==> src/rtl/mux_ctrl_pkg.sv <==
// ---------------------------------------------------------------------------
// mux_ctrl_pkg
// Shared types and constants for the 16-to-8 mux sequencing controller.
//   mux_ctrl_state_t : controller FSM state encoding (IDLE / SETTLE / PRESENT)
//   SEL_BANK0/1      : mux select values for source bank 0 (D0) and bank 1 (D1)
//   STAT_W           : width of the optional statistics counters
//   stat_inc()       : saturating increment for the statistics counters
// Optional build macro affecting users of this package: MUX16TO8_CTRL_STATS_EN
// ---------------------------------------------------------------------------
package mux_ctrl_pkg;

  typedef enum logic [1:0] {
    IDLE    = 2'd0,
    SETTLE  = 2'd1,
    PRESENT = 2'd2
  } mux_ctrl_state_t;

  localparam logic SEL_BANK0 = 1'b0;
  localparam logic SEL_BANK1 = 1'b1;

  localparam int STAT_W = 16;

  // Counters stick at all-ones instead of wrapping.
  function automatic logic [STAT_W-1:0] stat_inc(input logic [STAT_W-1:0] v);
    return (&v) ? v : v + 1'b1;
  endfunction

endpackage

==> src/rtl/mux_settle_timer.sv <==
// ---------------------------------------------------------------------------
// mux_settle_timer
// Counts the settle window after a mux select toggle.
//   clk    : clock, rising edge
//   rst    : synchronous active-high reset
//   load_i : a select toggle is being committed this cycle; start a new window
//   dec_i  : window in progress; count down
//   done_o : window complete. With SETTLE_CYC=0 it is asserted on load so the
//            controller can skip the settle state entirely.
// ---------------------------------------------------------------------------
module mux_settle_timer
  import mux_ctrl_pkg::*;
#(
  parameter int SETTLE_CYC = 2
) (
  input  logic clk,
  input  logic rst,
  input  logic load_i,
  input  logic dec_i,
  output logic done_o
);

  localparam int CW = (SETTLE_CYC > 0) ? $clog2(SETTLE_CYC + 1) : 1;
  // The first settle cycle is the one following the load, so the window
  // ends when the counter reaches zero after SETTLE_CYC-1 decrements.
  localparam logic [CW-1:0] LOAD_VAL = (SETTLE_CYC > 0) ? CW'(SETTLE_CYC - 1) : '0;

  logic [CW-1:0] cnt_q, cnt_d;

  // NOTE: every combinational output gets a default first, so no path leaves it unassigned (no latch).
  always_comb begin
    cnt_d = cnt_q;
    if (load_i) begin
      cnt_d = LOAD_VAL;
    end else if (dec_i && (cnt_q != '0)) begin
      cnt_d = cnt_q - 1'b1;
    end
  end

  // NOTE: state registers use non-blocking assignment so all flops update together at the edge.
  always_ff @(posedge clk) begin
    if (rst) begin
      cnt_q <= '0;
    end else begin
      cnt_q <= cnt_d;
    end
  end

  assign done_o = load_i ? (SETTLE_CYC == 0) : (cnt_q == '0);

endmodule

==> src/rtl/mux16to8_sel_ctrl.sv <==
// ---------------------------------------------------------------------------
// mux16to8_sel_ctrl
// Sequencing controller for the 16-to-8 selection mux. Arbitrates two source
// banks onto the shared mux, holds sel stable for SETTLE_CYC cycles after a
// toggle, then offers the result downstream with a valid/ready handshake.
//   clk           : clock, rising edge
//   rst           : synchronous active-high reset
//   req_valid[1:0]: bank i has data on its mux inputs
//   req_ready[1:0]: one-hot transfer strobe back to bank i
//   sel           : registered mux select (0 = bank 0, 1 = bank 1)
//   out_valid     : mux output settled and valid
//   out_ready     : consumer accepts
//   out_src       : bank currently presented (same as sel)
//   stat_xfers    : saturating transfer count       (MUX16TO8_CTRL_STATS_EN)
//   stat_switches : saturating select toggle count  (MUX16TO8_CTRL_STATS_EN)
// Build option: define MUX16TO8_CTRL_STATS_EN to add the statistics outputs.
// ---------------------------------------------------------------------------
module mux16to8_sel_ctrl
  import mux_ctrl_pkg::*;
#(
  parameter int SETTLE_CYC = 2,
  parameter int HOLD_MAX   = 4
) (
  input  logic       clk,
  input  logic       rst,
  input  logic [1:0] req_valid,
  output logic [1:0] req_ready,
  output logic       sel,
  output logic       out_valid,
  input  logic       out_ready,
  output logic       out_src
`ifdef MUX16TO8_CTRL_STATS_EN
  ,
  output logic [STAT_W-1:0] stat_xfers,
  output logic [STAT_W-1:0] stat_switches
`endif
);

  localparam int BW = $clog2(HOLD_MAX + 1);
  localparam logic [BW-1:0] BURST_MAX = BW'(HOLD_MAX);

  mux_ctrl_state_t state_q, state_d;
  logic            sel_q, sel_d;
  logic [BW-1:0]   burst_q, burst_d, burst_sat;

  logic cur_v, oth_v;
  logic xfer;
  logic arb_en, arb_stay, arb_switch;
  logic settle_done;

  assign cur_v = req_valid[sel_q];
  assign oth_v = req_valid[~sel_q];

  // Burst count including the transfer happening this cycle; arbitration
  // must see it so that the HOLD_MAX-th transfer already yields the bank.
  assign burst_sat = (xfer && (burst_q != BURST_MAX)) ? burst_q + 1'b1 : burst_q;

  // Arbitration points: IDLE, and PRESENT on a transfer or when the
  // presented bank drops its request without one.
  assign arb_en     = (state_q == IDLE) ||
                      ((state_q == PRESENT) && (xfer || !cur_v));
  assign arb_stay   = cur_v && ((burst_sat < BURST_MAX) || !oth_v);
  assign arb_switch = arb_en && !arb_stay && oth_v;

  mux_settle_timer #(
    .SETTLE_CYC (SETTLE_CYC)
  ) u_settle (
    .clk    (clk),
    .rst    (rst),
    .load_i (arb_switch),
    .dec_i  (state_q == SETTLE),
    .done_o (settle_done)
  );

  // State register
  always_ff @(posedge clk) begin
    if (rst) begin
      state_q <= IDLE;
      sel_q   <= SEL_BANK0;
      burst_q <= '0;
    end else begin
      state_q <= state_d;
      sel_q   <= sel_d;
      burst_q <= burst_d;
    end
  end

  // Next-state logic
  always_comb begin
    state_d = state_q;
    sel_d   = sel_q;
    burst_d = burst_sat;
    unique case (state_q)
      IDLE, PRESENT: begin
        if (arb_en) begin
          if (arb_stay) begin
            state_d = PRESENT;
          end else if (arb_switch) begin
            sel_d   = ~sel_q;
            burst_d = '0;
            state_d = settle_done ? PRESENT : SETTLE;
          end else begin
            state_d = IDLE;
          end
        end
      end
      SETTLE: begin
        if (settle_done) state_d = PRESENT;
      end
      default: state_d = IDLE;
    endcase
  end

  // Output logic
  always_comb begin
    out_valid = (state_q == PRESENT) && cur_v;
    xfer      = out_valid && out_ready;
    req_ready = 2'b00;
    if (xfer) begin
      req_ready = (sel_q == SEL_BANK1) ? 2'b10 : 2'b01;
    end
  end

  assign sel     = sel_q;
  assign out_src = sel_q;

`ifdef MUX16TO8_CTRL_STATS_EN
  logic [STAT_W-1:0] xfers_q, switches_q;

  always_ff @(posedge clk) begin
    if (rst) begin
      xfers_q    <= '0;
      switches_q <= '0;
    end else begin
      if (xfer)       xfers_q    <= stat_inc(xfers_q);
      if (arb_switch) switches_q <= stat_inc(switches_q);
    end
  end

  assign stat_xfers    = xfers_q;
  assign stat_switches = switches_q;
`endif

endmodule

==> config.mk <==
export PLATFORM = sky130hd
export DESIGN_NAME = mux16to8_sel_ctrl
export DESIGN_NICKNAME = d
export VERILOG_FILES = /design/src/rtl/mux_ctrl_pkg.sv /design/src/rtl/mux_settle_timer.sv /design/src/rtl/mux16to8_sel_ctrl.sv
export SDC_FILE = /design/constraint.sdc
export NUM_CORES = 1
export LEC_CHECK = 0
export BUFFER_PORTS_ARGS = -buffer_cell sky130_fd_sc_hd__buf_2
export CORE_MARGIN = 4
export CORE_UTILIZATION = 35
export CTS_BUF_LIST = sky130_fd_sc_hd__clkbuf_16
export CTS_CLUSTER_SIZE = 12
export DETAILED_ROUTE_END_ITERATION = 8
export PLACE_DENSITY = 0.53
export SYNTH_ARGS = -nofsm -noshare
export SYNTH_HDL_FRONTEND = slang
export SYNTH_HIERARCHICAL = 1
export SYNTH_SLANG_ARGS = --single-unit
==> constraint.sdc <==
create_clock -name clk -period 2.9 [get_ports clk]
set_clock_uncertainty 0.15 [all_clocks]
set_input_delay 0.58 -clock clk [delete_from_list [all_inputs] [get_ports clk]]
set_output_delay 0.58 -clock clk [all_outputs]
set_load 0.01 [all_outputs]
==> metrics.cfg <==
[synthesis]
synth_nets = 70
yosys.area.top_type_share = 0.2783
synth_xor_area_frac = 0.01522
synth_area_um2 = 575.6
synth-seq-cells = 8
synthAdderAreaFrac = 0.06522
synth_area_leaders = dfxtp_1 (28%), mux2i_1 (7.0%), ha_1 (6.5%)
avgSynthCellArea_um2 = 9.283
yosysWarningCount = 6
synth_top_family_by_area = simple AND/OR/NAND/NOR gates
ys_seq_area_frac = 0.2783
syn_inst = 62
synth-compound-area-share = 0.2022
synth_top_cell_by_area = dfxtp_1
synth_cell_types = 30
synth_simple_gate_area_frac = 0.2391
synth_mux_area_frac = 0.1217

[setup_path]
crit_required_ns = 2.17
cp_num_buf_inv = 1
startpoint_type = flop
path_class = flop to output port
cpMaxStageDelayCell = dfxtp_1
cp_top_family = flip-flops
path_cells = mux2_4 -> and2_1 -> and3_1 -> buf_2
cp_max_fo = 10
crit_arrival_ns = 1.59
reg2reg_depth = 5
slowest_delay_ns = 0.50
crit_cells = 4
worstSetupEndpointType = output port

[power]
finalPower_mw = 0.4457
power_density_nw_per_um2 = 632.8
combPwrFrac = 0.187
p_int_mw = 0.3392
p_leak_nw = 0.3069
switchingPower_mw = 0.1065
ir_drop_mv = 0.4845
switching_share = 0.2390
pwr-share-seq = 0.294
clockPowerShare = 0.520

[die]
row_count = 14
core_area_um2 = 1524
die_h_um = 48.55
dieArea_um2 = 2357
start_util = 0.3777
io_pins = 10
dieWidth_um = 48.55

[sta]
fin_crit_sh = 0.7983
slew_headroom = 0.6928
finalMaxSlewViolations = 0
tightestPinTransition_ns = 0.4480
setup_viol = 0
max_freq_ghz = 0.4319
rsz0062_at_grt = no
hold_violations = 0
fin_tns_setup_ns = 0
fin_crit_ns = 2.315

[detailed_routing]
routed_wl_um = 1070
routedWlPerCell_um = 12.02
ant_nets = 0
drtIter0Drc = 2
drc = 0
vias = 459
routed_via_density = 5.157
drtPass1Iterations = 2

[place]
place_congestion = 0.6848
dpl_cell_area_um2 = 629.4
dp_hpwl_um = 791.4
io_buffers = 9
post-place-cells = 86

[global_route]
grt_usage = 0.09887
grt_max_degree = 11
grt_pass1_vias = 417
grt_pass1_wl_um = 1842
antenna_found_initial = 0
globalRouteOverflowTotal = 0

[clock_tree]
htreeDepth = 1
cts_root_buf = clkbuf_16
numCtsBuffers = 3
cts_buffer_depth = 2
path_clk_slew_ns = 0.04
cts_setup_buffers = 0
cts_resized = 0
cts.sinks = 8
cts_tree = yes
insertion_delay_ns = 0.23
cts_hold_buf = 0

[cells_and_area]
areaGrowthSynthToFinish_pct = 22.39
diodes = 0
fin_cells = 89
nets = 83
final_area_um2 = 704.4
drive_gt1_frac = 0.2466

[worst_hold_path]
hp-class = flop to flop
hold_depth = 2

[run_status]
status = finished clean

[flow_run]
max_cap_viol_count = 0

==> power groups by stage <==
stage / Sequential [mW] / Clock, mW / Combinational, mW
finish: 0.131 / 0.232 / 0.0832
global route: 0.132 / 0.244 / 0.0926
CTS: 0.131 / 0.236 / 0.0842
detailed placement: 0.133 / 0 / 0.0834
global placement: 0.133 / 0 / 0.0839
floorplan: 0.128 / 0 / 0.0696
==> per-stage QoR <==
step                  util  worst slack [ns]  hold slack [ns]
floorplan                -            0.6916           0.3344
global placement    0.4130            0.5970           0.3718
detailed placement  0.4130            0.5974           0.3704
CTS                 0.4622            0.5698           0.3781
global route        0.4622            0.4997           0.3971
finish              0.4622            0.5848           0.3836
==> logic make-up (layout without fill, tap and decap cells) <==
family | Yosys count | in the layout
XOR/XNOR | 1 | 1
flip-flops | 8 | 8
AO/OA/AOI/OAI | 11 | 11
buffers and inverters | 9 | 20
AND/OR/NAND/NOR | 24 | 24
multiplexers | 6 | 6
adder cells (fa/ha/maj) | 3 | 3
==> routing by layer <==
layer  track usage  share of wire  up-vias
met5             0              0        -
met3       0.06135          0.058        2
met4       0.04036         0.0075        0
met1        0.1322           0.51      205
met2        0.1239           0.42        8
li1              -              -      244
==> area by class of cell <==
class | count | area (um^2)
clock buffer | 3 | 75.07
tap | 16 | 20.02
fill | 157 | 819.5
sequential | 8 | 160.2
inverter | 7 | 26.28
timing repair buffer | 10 | 52.55
multi-input combinational | 45 | 370.4
==> flip-flops by register name (all words and copies together) (netlist names) <==
name and cells:
burst_q 3, state_q 2, u_settle/cnt_q 2, out_src 1
==> cells in the mapped netlist <==
library cell  n
a31oi_1       1
o31ai_1       1
a211oi_1      1
xnor2_1       1
ha_1          3
nand4b_1      1
nor2b_1       5
nor4bb_1      1
nor2_1        5
o21ai_0       1
nor3_1        3
inv_1         7
a311oi_2      1
buf_6         1
o211ai_1      1
mux2i_1       4
a2111oi_4     1
a311oi_1      1
nand2_1       2
nand4_1       1
dfxtp_1       8
and3_1        1
and3b_1       1
and2_1        1
a21oi_1       1
mux2_4        2
o21a_1        1
nand2b_1      3
buf_4         1
a21boi_4      1
==> placed cells by master, fill, tap and decap left out, types with 2 or more instances in the layout <==
cell       synthesis  routed
buf_2              0       9
clkbuf_16          0       3
dfxtp_1            8       8
ha_1               3       3
inv_1              7       7
mux2_4             2       2
mux2i_1            4       4
nand2_1            2       2
nand2b_1           3       3
nor2_1             5       5
nor2b_1            5       5
nor3_1             3       3
==> path summary, 6_finish.rpt <==
path | endpoint | slack (ns) | startpoint
worst min register to register | u_settle/cnt_q[1]$_SDFFE_PP0P_ | 0.38 | u_settle/cnt_q[1]$_SDFFE_PP0P_
worst min-delay path | u_settle/cnt_q[1]$_SDFFE_PP0P_ | 0.38 | u_settle/cnt_q[1]$_SDFFE_PP0P_
worst max-delay path | req_ready[1] | 0.58 | out_src$_SDFFE_PP0P_
worst max register to register | out_src$_SDFFE_PP0P_ | 0.73 | out_src$_SDFFE_PP0P_
==> tightest hold or removal path, delay by kind of cell (launching register included) <==
family / cells / cell delay (ns)
flip-flops: 1 / 0.29
buffers and inverters: 1 / 0.11
AO/OA/AOI/OAI: 1 / 0.08
No activity file was read; power rests on OpenSTA's default activity.
